$ cat config.mk
export PLATFORM = sky130hd
export DESIGN_NAME = rs232_rx_fifo
export DESIGN_NICKNAME = d
export VERILOG_FILES = /design/src/rtl/rs232_pkg.sv /design/src/rtl/rs232_fifo.sv /design/src/rtl/rs232_rx_fifo.sv
export SDC_FILE = /design/constraint.sdc
export NUM_CORES = 1
export LEC_CHECK = 0
export ABC_CLOCK_PERIOD_IN_PS = 4050
export CAP_MARGIN = 40
export CORE_UTILIZATION = 40
export CTS_CLUSTER_SIZE = 28
export DETAILED_ROUTE_END_ITERATION = 16
export PLACE_DENSITY_LB_ADDON = 0.12
export SETUP_SLACK_MARGIN = 0.02
export SYNTH_ARGS = -nofsm -noshare
export SYNTH_HDL_FRONTEND = slang
export SYNTH_SLANG_ARGS = --single-unit
$ cat constraint.sdc
create_clock -name clk -period 4.05 [get_ports clk]
set_input_delay 0.81 -clock clk [delete_from_list [all_inputs] [get_ports clk]]
set_output_delay 0.81 -clock clk [all_outputs]
set_load 0.05 [all_outputs]
$ cat src/rtl/rs232_pkg.sv
// Shared FSM encoding and bit-period constants for the rs232_rx_fifo receiver (25 MHz clock).
package rs232_pkg;

    typedef enum logic [2:0] {
        IDLE,
        START,
        DATA,
        PARITY,
        STOP,
        BREAK
    } rx_state_e;

    localparam int DIV_MIN    = 4;
    localparam int DIV_19200  = 1302;
    localparam int DIV_115200 = 217;

endpackage

$ cat src/rtl/rs232_fifo.sv
// Synchronous first-word-fall-through FIFO; head word is driven to 0 while empty.
module rs232_fifo
#(
    parameter int WIDTH = 8,
    parameter int DEPTH = 16
) (
    input  logic                   clk,
    input  logic                   rst,
    input  logic                   push,
    input  logic [WIDTH-1:0]       din,
    input  logic                   pop,
    output logic [WIDTH-1:0]       dout,
    output logic                   full,
    output logic                   empty,
    output logic [$clog2(DEPTH):0] count
);

    localparam int PTR_W = $clog2(DEPTH);
    localparam logic [PTR_W:0] FULL_CNT = (PTR_W + 1)'(DEPTH);

    logic [WIDTH-1:0] mem_q [DEPTH];
    logic [PTR_W-1:0] wr_ptr_q, wr_ptr_d;
    logic [PTR_W-1:0] rd_ptr_q, rd_ptr_d;
    logic [PTR_W:0]   count_q, count_d;
    logic             do_push, do_pop;

    always_comb begin
        // NOTE: every always_comb output gets a default first, so no path can leave it unassigned and infer a latch.
        do_pop   = pop && (count_q != '0);
        do_push  = push && ((count_q != FULL_CNT) || do_pop);
        wr_ptr_d = wr_ptr_q;
        rd_ptr_d = rd_ptr_q;
        count_d  = count_q;
        if (do_push) wr_ptr_d = wr_ptr_q + 1'b1;
        if (do_pop)  rd_ptr_d = rd_ptr_q + 1'b1;
        case ({do_push, do_pop})
            2'b10:   count_d = count_q + 1'b1;
            2'b01:   count_d = count_q - 1'b1;
            default: count_d = count_q;
        endcase
    end

    always_ff @(posedge clk) begin
        // NOTE: flops use non-blocking assignments so each one samples pre-edge values regardless of statement order.
        if (rst) begin
            wr_ptr_q <= '0;
            rd_ptr_q <= '0;
            count_q  <= '0;
        end else begin
            wr_ptr_q <= wr_ptr_d;
            rd_ptr_q <= rd_ptr_d;
            count_q  <= count_d;
        end
    end

    // NOTE: storage has no reset; it is only read behind count, so stale words are never visible.
    always_ff @(posedge clk) begin
        if (do_push) mem_q[wr_ptr_q] <= din;
    end

    assign empty = (count_q == '0);
    assign full  = (count_q == FULL_CNT);
    assign count = count_q;
    assign dout  = empty ? '0 : mem_q[rd_ptr_q];

endmodule

$ cat src/rtl/rs232_rx_fifo.sv
// RS232 receiver with runtime divisor, optional parity, sticky error flags and receive FIFO.
// Optional break detection (brk port, BREAK state) is enabled by defining RS232_RX_BREAK_EN.
module rs232_rx_fifo
    import rs232_pkg::*;
#(
    parameter int DATA_BITS = 8,
    parameter int DEPTH     = 16,
    parameter int DIV_W     = 12
) (
    input  logic                   clk,
    input  logic                   rst,
    input  logic                   rxd,
    input  logic [DIV_W-1:0]       div,
    input  logic                   par_en,
    input  logic                   par_odd,
    input  logic                   rd,
    output logic                   rdy,
    output logic [DATA_BITS-1:0]   data,
    output logic [$clog2(DEPTH):0] count,
    output logic                   par_err,
    output logic                   frame_err,
    output logic                   overrun,
`ifdef RS232_RX_BREAK_EN
    output logic                   brk,
`endif
    input  logic                   err_clr
);

    localparam int IDX_W = $clog2(DATA_BITS);
    localparam logic [DIV_W-1:0] DIV_FLOOR = DIV_W'(DIV_MIN);
    localparam logic [IDX_W-1:0] LAST_IDX  = IDX_W'(DATA_BITS - 1);

    logic                 q0_q, q0_d, q1_q, q1_d;
    rx_state_e            state_q, state_d;
    logic [DIV_W-1:0]     div_l_q, div_l_d;
    logic [DIV_W-1:0]     tick_q, tick_d;
    logic [IDX_W-1:0]     bit_idx_q, bit_idx_d;
    logic [DATA_BITS-1:0] shreg_q, shreg_d;
    logic                 par_bit_q, par_bit_d;
    logic                 par_err_q, par_err_d;
    logic                 frame_err_q, frame_err_d;
    logic                 overrun_q, overrun_d;
    logic                 start_det, mid, wrap;
    logic                 push, par_evt, frame_evt, overrun_evt;
    logic                 fifo_full, fifo_empty, pop;
`ifdef RS232_RX_BREAK_EN
    logic                 brk_q, brk_d, brk_evt;
`endif

    always_comb begin
        q0_d        = rxd;
        q1_d        = q0_q;
        start_det   = q1_q & ~q0_q;
        wrap        = (tick_q == div_l_q - 1'b1);
        mid         = (tick_q == (div_l_q >> 1));
        state_d     = state_q;
        div_l_d     = div_l_q;
        tick_d      = wrap ? '0 : tick_q + 1'b1;
        bit_idx_d   = bit_idx_q;
        shreg_d     = shreg_q;
        par_bit_d   = par_bit_q;
        push        = 1'b0;
        par_evt     = 1'b0;
        frame_evt   = 1'b0;
`ifdef RS232_RX_BREAK_EN
        brk_evt     = 1'b0;
`endif
        case (state_q)
            IDLE: begin
                tick_d = '0;
                if (start_det) begin
                    state_d = START;
                    div_l_d = (div < DIV_FLOOR) ? DIV_FLOOR : div;
                end
            end
            START: begin
                if (mid && q1_q) begin
                    state_d = IDLE;
                end else if (wrap) begin
                    state_d   = DATA;
                    bit_idx_d = '0;
                end
            end
            DATA: begin
                if (mid) shreg_d = {q1_q, shreg_q[DATA_BITS-1:1]};
                if (wrap) begin
                    if (bit_idx_q == LAST_IDX) state_d = par_en ? PARITY : STOP;
                    else                       bit_idx_d = bit_idx_q + 1'b1;
                end
            end
            PARITY: begin
                if (mid)  par_bit_d = q1_q;
                if (wrap) state_d   = STOP;
            end
            STOP: begin
                // Re-arm at mid-stop so a sender running slightly fast is not missed.
                if (mid) begin
                    state_d = IDLE;
                    if (!q1_q) begin
`ifdef RS232_RX_BREAK_EN
                        if ((shreg_q == '0) && (!par_en || !par_bit_q)) begin
                            brk_evt = 1'b1;
                            state_d = BREAK;
                        end else begin
                            frame_evt = 1'b1;
                        end
`else
                        frame_evt = 1'b1;
`endif
                    end else if (par_en && ((^shreg_q ^ par_bit_q) != par_odd)) begin
                        par_evt = 1'b1;
                    end else begin
                        push = 1'b1;
                    end
                end
            end
            BREAK: begin
                tick_d = '0;
                if (q1_q) state_d = IDLE;
            end
            default: state_d = IDLE;
        endcase
    end

    // A pop frees the slot on the same edge, so a push into a full FIFO with rd is not an overrun.
    assign pop         = rd && !fifo_empty;
    assign overrun_evt = push && fifo_full && !rd;

    always_comb begin
        par_err_d   = err_clr ? 1'b0 : par_err_q;
        frame_err_d = err_clr ? 1'b0 : frame_err_q;
        overrun_d   = err_clr ? 1'b0 : overrun_q;
        if (par_evt)     par_err_d   = 1'b1;
        if (frame_evt)   frame_err_d = 1'b1;
        if (overrun_evt) overrun_d   = 1'b1;
`ifdef RS232_RX_BREAK_EN
        brk_d = err_clr ? 1'b0 : brk_q;
        if (brk_evt) brk_d = 1'b1;
`endif
    end

    always_ff @(posedge clk) begin
        if (rst) begin
            q0_q        <= 1'b1;
            q1_q        <= 1'b1;
            state_q     <= IDLE;
            div_l_q     <= DIV_FLOOR;
            tick_q      <= '0;
            bit_idx_q   <= '0;
            shreg_q     <= '0;
            par_bit_q   <= 1'b0;
            par_err_q   <= 1'b0;
            frame_err_q <= 1'b0;
            overrun_q   <= 1'b0;
`ifdef RS232_RX_BREAK_EN
            brk_q       <= 1'b0;
`endif
        end else begin
            q0_q        <= q0_d;
            q1_q        <= q1_d;
            state_q     <= state_d;
            div_l_q     <= div_l_d;
            tick_q      <= tick_d;
            bit_idx_q   <= bit_idx_d;
            shreg_q     <= shreg_d;
            par_bit_q   <= par_bit_d;
            par_err_q   <= par_err_d;
            frame_err_q <= frame_err_d;
            overrun_q   <= overrun_d;
`ifdef RS232_RX_BREAK_EN
            brk_q       <= brk_d;
`endif
        end
    end

    rs232_fifo #(
        .WIDTH (DATA_BITS),
        .DEPTH (DEPTH)
    ) u_fifo (
        .clk   (clk),
        .rst   (rst),
        .push  (push),
        .din   (shreg_q),
        .pop   (pop),
        .dout  (data),
        .full  (fifo_full),
        .empty (fifo_empty),
        .count (count)
    );

    assign rdy       = !fifo_empty;
    assign par_err   = par_err_q;
    assign frame_err = frame_err_q;
    assign overrun   = overrun_q;
`ifdef RS232_RX_BREAK_EN
    assign brk       = brk_q;
`endif

endmodule

# After elaboration in Yosys (flattened, before gate mapping)
# Memories as Yosys holds them, arrays and structs flattened. A register that Yosys moved wholly into a read port is not among the register bits.
# Index checks and enable logic that the tools add are counted.
# classes
n_addsub	7
magnitude_cmp	1
eq_ne	23
mux	37
bitwise_logic	3
reduce_logical	25
# op_table
operator	count
2-to-1 mux 3 bit	13
inequality test 2 bit, second input constant	9
case mux 3 bit (6 select lines)	1
2-to-1 mux 1 bit	17
adder 12 x 1 -> 12 bit, second input constant	1
equality test 12 x 11 -> 1 bit	1
equality test 12 bit	1
less-than comparator 12 x 3 -> 1 bit, second input constant	1
2-to-1 mux 12 bit	1
subtractor 12 x 1 -> 12 bit, second input constant	1
case mux 5 bit (2 select lines)	1
nonzero test 2 bit	5
equality test 3 bit, second input constant	3
adder 4 x 1 -> 4 bit, second input constant	2
2-to-1 mux 4 bit	2
2-to-1 mux 8 bit	1
XOR reduction 8 bit	1
logical AND 1 bit	7
AND reduction 7 bit	1
equality test 3 x 2 -> 1 bit, second input constant	2
case mux 3 bit (2 select lines)	1
AND reduction 2 bit	3
adder 5 x 1 -> 5 bit, second input constant	1
equality test 5 bit, second input constant	1
18 further kinds	19
# word_totals
ff_bits	57
ram_bits	128
inputBits	19
memories	1
# memory_table
name	depth	word_bits	rd	rd_ports_with_merged_regs	wr	line	text
u_fifo.mem_q	16	8	1	1	1	rs232_fifo.sv:21	logic [WIDTH-1:0] mem_q [DEPTH];

# Depth between registers and ports, before layout
# Gate-level depths: netlist (run 1).
# depth
depth_word	11
mapped_depth	18
depth_no_buf	15

# Cells and area by module
# A second synthesis (run 1) with hierarchy kept.
# unflattened
cells_unflattened	664
area_unflattened_um2	8792.2
# by_module_without_submodules
module	n_inst	cells_each	area_each_um2	seq_area_each_um2
rs232_fifo	1	337	6032.0	4184.0
rs232_rx_fifo	1	327	2760.1	880.8

# Worst setup path before layout (run 1)
# No wires, ideal clock.
# synth_path
path_type	input-to-reg
from	input port par_odd
to	register u_fifo.count_q[4], in the netlist u_fifo.count[4]
setup_ns	0.070
t_arrival_ns	3.878
t_required_ns	3.980
setup_slack_ns	0.102
cell_stages	17
n_path_buf	2
cell_sequence	xnor2_1 > xnor3_1 > xnor2_1 > a2111oi_4 > and2_1 > buf_4 > inv_1 > ha_1 > clkbuf_1 > xor2_1 > ha_1 > o21ai_0 > a21oi_1 > a21oi_1 > xor2_1 > or3_1 > a21oi_1
# synth_between
elab_chain_len	9
word_cells_on_any_way	11
cone_classes	3 x eq/ne; 5 x mux; 3 x reduce/logical
# synth_lines
element	line	text
start: declaration	rs232_rx_fifo.sv:15	input logic par_odd,
inequality test 1 bit (*)	rs232_rx_fifo.sv:110	end else if (par_en && ((^shreg_q ^ par_bit_q) != par_odd)) begin
logical AND 1 bit (*)	rs232_rx_fifo.sv:110	
2-to-1 mux 1 bit (*)	rs232_rx_fifo.sv:110	
2-to-1 mux 1 bit (*)	rs232_rx_fifo.sv:99	if (!q1_q) begin
2-to-1 mux 1 bit (*)	rs232_rx_fifo.sv:97	if (mid) begin
2-to-1 mux 1 bit (*)	rs232_rx_fifo.sv:68	case (state_q)
logical AND 1 bit (*)	rs232_fifo.sv:30	do_push = push && ((count_q != FULL_CNT) || do_pop);
equality test 2 x 1 -> 1 bit or equality test 2 bit (tied branches)	rs232_fifo.sv:36	case ({do_push, do_pop})
case mux 5 bit (2 select lines) or nonzero test 2 bit (tied branches)	-	
end signal: assignment	rs232_fifo.sv:52	count_q <= count_d;
end: declaration	rs232_fifo.sv:24	logic [PTR_W:0] count_q, count_d;
# Every way passes the cells marked *; elsewhere a longest branch is shown, timed or not.
# A chain may end at the register's enable or synchronous reset.

==> run_results.csv, run 1 <==
group,metric,value,unit
worst_setup_path,startpoint_type,"register",
floorplanning,die_area,21290,µm²
detailed_routing,routedLengthMet1,8340,µm
synthesis,synth_edf_count,128,
cts,cts_inserted_buffers,17,
pwr,total_switching_power,0.9032,mW
worst_setup_path,worst-endpoint-required,3240,ps
cts,cts-root-to-sink-buffers,2,
worst_setup_path,rr_worst_depth,15,
worst_setup_path,critical_path_buf_inv_count,2,
global_route,number_of_global_route_vias_before_repair,4991,
floorplanning,die_width,145.9,µm
placement,detailedPlacementHpwl,11630,µm
pwr,combPwrFrac,5.2,%
timing,worst_pin_slew,671.3,ps
detailed_routing,number_of_nets_with_antenna_violations_after_detailed_routing,0,
cts,numClockSinks,189,
worst_setup_path,path_cells,"buf_12 -> mux4_2 -> mux4_2 -> nor2b_1 -> clkdlybuf4s50_1",
worst_setup_path,critical-path-top-delay-family,"multiplexers",
final_layout,post-route-util,47.87,%
synthesis,ys.flop_type,"edfxtp_1",
cts,clk_slew_on_worst_s_h_paths,70,ps
pwr,leakagePower,3.226,nW
final_layout,syn2layout_area_growth,17.28,%
floorplanning,die_y,145.9,µm
synthesis,post_syn_nets,637,
worst_setup_path,slowest_delay,700,ps
worst_setup_path,worst_path_max_delay_cell,"clkdlybuf4s50_1",
cts,clock_insertion_delay_worst_skew,430,ps
global_route,grt_pass1_wl,28210,µm
cts,post-cts-setup-buffers,0,
status,status,"complete, no violations",
cts,cts_htree_levels,4,
detailed_routing,wl_met2,8300,µm
timing,worst_slew_margin_rel,55.19,%
synthesis,netlist_top_cells_area,"edfxtp_1 46%, dfxtp_1 15%, mux4_2 11%",
synthesis,ys.warnings.count,0,
pwr,p_sw_share,22.38,%
worst_hold_path,worst_hold_path_type,"reg2reg",
timing,timing.final.crit_period,3796,ps
synthesis,ys_seq_area_share,61.13,%
worst_hold_path,min_path_cells,1,
floorplanning,row_count,52,
pwr,powerDensity,415.2,nW/µm²
pwr,power.internal,3.132,mW
worst_setup_path,worst-endpoint-arrival,2990,ps
synthesis,post_synthesis_async_set_or_reset_flop_share,0,%
final_layout,num_antenna_cells,0,
placement,placement.io_buffers,35,
worst_setup_path,worst-r2r-setup-slack,410,ps
detailed_routing,first_pass_iters,4,
worst_setup_path,timing.setup.critical_path_class,"reg2out",
synthesis,post-synth-top-area-fraction,46.39,%
timing,report.final.slew_viol_count,0,
timing,hold_viol_final,0,
pwr,power.sequential.fraction,52.0,%
detailed_routing,route.detailed.vias_per_inst,5.219,
cts,cts.root.buffer_cell,"clkbuf_16",
worst_setup_path,r2r-start,"div_l_q[1]",
worst_setup_path,r2r-end,"u_fifo.count[4]",
final_layout,most-common-layout-cells,"128 x edfxtp_1, 62 x nor2_1, 59 x dfxtp_1, 42 x nand2_1, 40 x mux4_2",
timing,setup_viol,0,
flow_run,max-cap-violations,0,
final_layout,most_frequent_standard_cell_in_the_layout_excluding_fill_and_tap_cells,"edfxtp_1",
global_route,grt_use_total,17.64,%
pwr,fraction_of_power_consumed_by_the_clock_network,42.8,%
worst_setup_path,path_common_cell,"mux4_2",
detailed_routing,post-route-drc-count,0,
synthesis,synth.distinct_cells,57,
synthesis,syn_area,8285,µm²
synthesis,number_of_standard_cells_after_synthesis,605,
detailed_routing,routed-wl-met3,595,µm
detailed_routing,detail_route.iter0.violations,319,
final_layout,finalNetCount,690,
detailed_routing,routed.top_layer,"met4",
timing,fmax,0.2635,GHz
floorplanning,initial_core_util,40.82,%
floorplanning,pin_count,36,
final_layout,final_layout_size_suffix_gt1_share,18.96,%
global_route,overflow,0,
detailed_routing,route.final.wire_length,17420,µm
worst_hold_path,hp-start,"q0_q",
worst_setup_path,timing.critical_path.to_type,"primary output",
timing,unrepaired_setup_endpoints_after_global_routing,"no",
synthesis,mean_instance_size_in_the_synthesized_netlist,13.69,µm²
pwr,largest_vdd_supply_drop,0.3384,mV
worst_hold_path,min_delay_worst_endpoint,"q1_q",
synthesis,synth.ff_latch_count,189,
placement,gpl.final_weighted_congestion,0.7781,
detailed_routing,via_count,4906,
cts,cts_tree,"yes",
timing,final_min_period_over_clock_period,93.72,%
pwr,design_power_total,4.035,mW
synthesis,synth_top_area_cell,"edfxtp_1",
floorplanning,core-area,20300,µm²
global_route,grt_max_degree,46,
detailed_routing,wl_per_cell,18.53,µm
timing,skew,12.16,ps
worst_setup_path,critical_path.max_fanout,32,
global_route,grt_antenna_before_repair,0,
[sequential cells by signal, indices dropped and copies added, names as in the netlist, named ones only]
name / flops
u_fifo.mem_q: 128
div_l_q: 12
tick_q: 12
shreg_q: 8
u_fifo.count: 5
u_fifo.rd_ptr_q: 4
u_fifo.wr_ptr_q: 4
bit_idx_q: 3
state_q: 3
frame_err: 1
overrun: 1
par_bit_q: 1
par_err: 1
q0_q: 1
q1_q: 1
[final cells by class]
cell class                      count  area, µm²
Fill cell                        1797      10580
Tap cell                          270      337.8
Clock buffer                       17      425.4
Sequential cell                   189       5067
Inverter                           18      67.56
Clock inverter                     14      183.9
Timing Repair Buffer               71      640.6
Multi-Input combinational cell    361       2994
[power by group through the flow]
stage                     Clock [mW]  Combinational, mW  Sequential, mW
after floorplan                    0              0.177            2.11
after global placement             0              0.204            2.14
after detailed placement           0              0.209            2.14
after CTS                       1.76              0.211            2.10
after global routing            1.84              0.237            2.10
final                           1.73              0.211            2.10
[metrics by stage]
step	setup TNS [ps]	cell area, µm²	setup slack, ps	hold slack, ps	cells
finish	0	9717	254.2	457.1	940
global route	0	9717	50.36	482.0	940
CTS	0	9709	78.98	464.1	940
detailed placement	-387.8	9100	-338.3	448.8	909
global placement	-316.0	9080	-298.5	426.9	908
floorplan	0	8285	102.3	418.3	605
[worst register-to-register path: stages, from the launching register on]
cell,delay [ps]
dfxtp_1,470
xor2_1,130
nor4_2,380
nand3_1,300
a2111oi_4,490
and2_1,210
inv_1,60
ha_1,200
xor2_1,150
ha_1,220
o21ai_0,150
a21oi_1,90
a21oi_1,170
xor2_1,100
or3_1,320
a21oi_1,140
[what timing repair did]
item,4_1_cts,5_1_grt
setup endpoints to repair,0,1
gates resized for setup,0,2
hold buffers,0,0
[cells by family (layout without fill, tap and decap cells)]
kind of cell	Yosys count	count (layout)	synth area share [%]
AO/OA/AOI/OAI	59	59	4.666
multiplexers	54	54	12.56
flip-flops	189	189	61.13
buffers and inverters	55	120	2.809
adder cells (fa/ha/maj)	13	13	1.963
AND/OR/NAND/NOR	181	181	10.99
XOR/XNOR	54	54	5.874
[worst max-delay path by stage]
stage	start	end	slack [ps]	depth (start not counted)
after floorplan	par_odd	u_fifo.count[4]	100	17
after global placement	par_odd	u_fifo.count[4]	-300	16
after detailed placement	par_odd	u_fifo.count[4]	-340	16
after CTS	par_odd	u_fifo.count[4]	80	16
after global routing	par_odd	u_fifo.count[4]	50	16
final	register	data[0]	250	5
[synth_stat cells (all sizes together) (2+ instances only)]
master   number
nor4          8
nand2        45
nand2b        2
a21o          2
edfxtp      128
or4           4
nor3         10
a21oi        30
nor4b         2
mux2i        14
o22ai         3
xnor2        26
nand3        11
mux4         40
or2           3
ha           13
a31oi         4
nor2b        13
or3           4
dfxtp        61
buf          12
nand4         6
inv          17
clkbuf       25
nor3b         3
a22oi         3
nor2         63
a211o         2
o21ai         6
a2111oi       2
and3          2
and2          2
xor2         27
o2111ai       2
[per-layer routing]
layer,global-route usage (%),up-vias
li1,-,2326
met5,0,-
met4,5.632,0
met3,3.103,17
met1,24.57,2457
met2,28.09,106
Note: power is estimated with default switching activity, not from simulation.
==> run 2, diff against run 1 <==
--- a/config.mk
+++ b/config.mk
@@ -8,7 +8,7 @@
 export ABC_CLOCK_PERIOD_IN_PS = 4050
 export CAP_MARGIN = 40
 export CORE_UTILIZATION = 40
-export CTS_CLUSTER_SIZE = 28
+export CTS_CLUSTER_SIZE = 40
 export DETAILED_ROUTE_END_ITERATION = 16
 export PLACE_DENSITY_LB_ADDON = 0.12
 export SETUP_SLACK_MARGIN = 0.02
==> results of run 2 <==
Same layout as run 1: the final DEF is identical, and so are final timing and power.
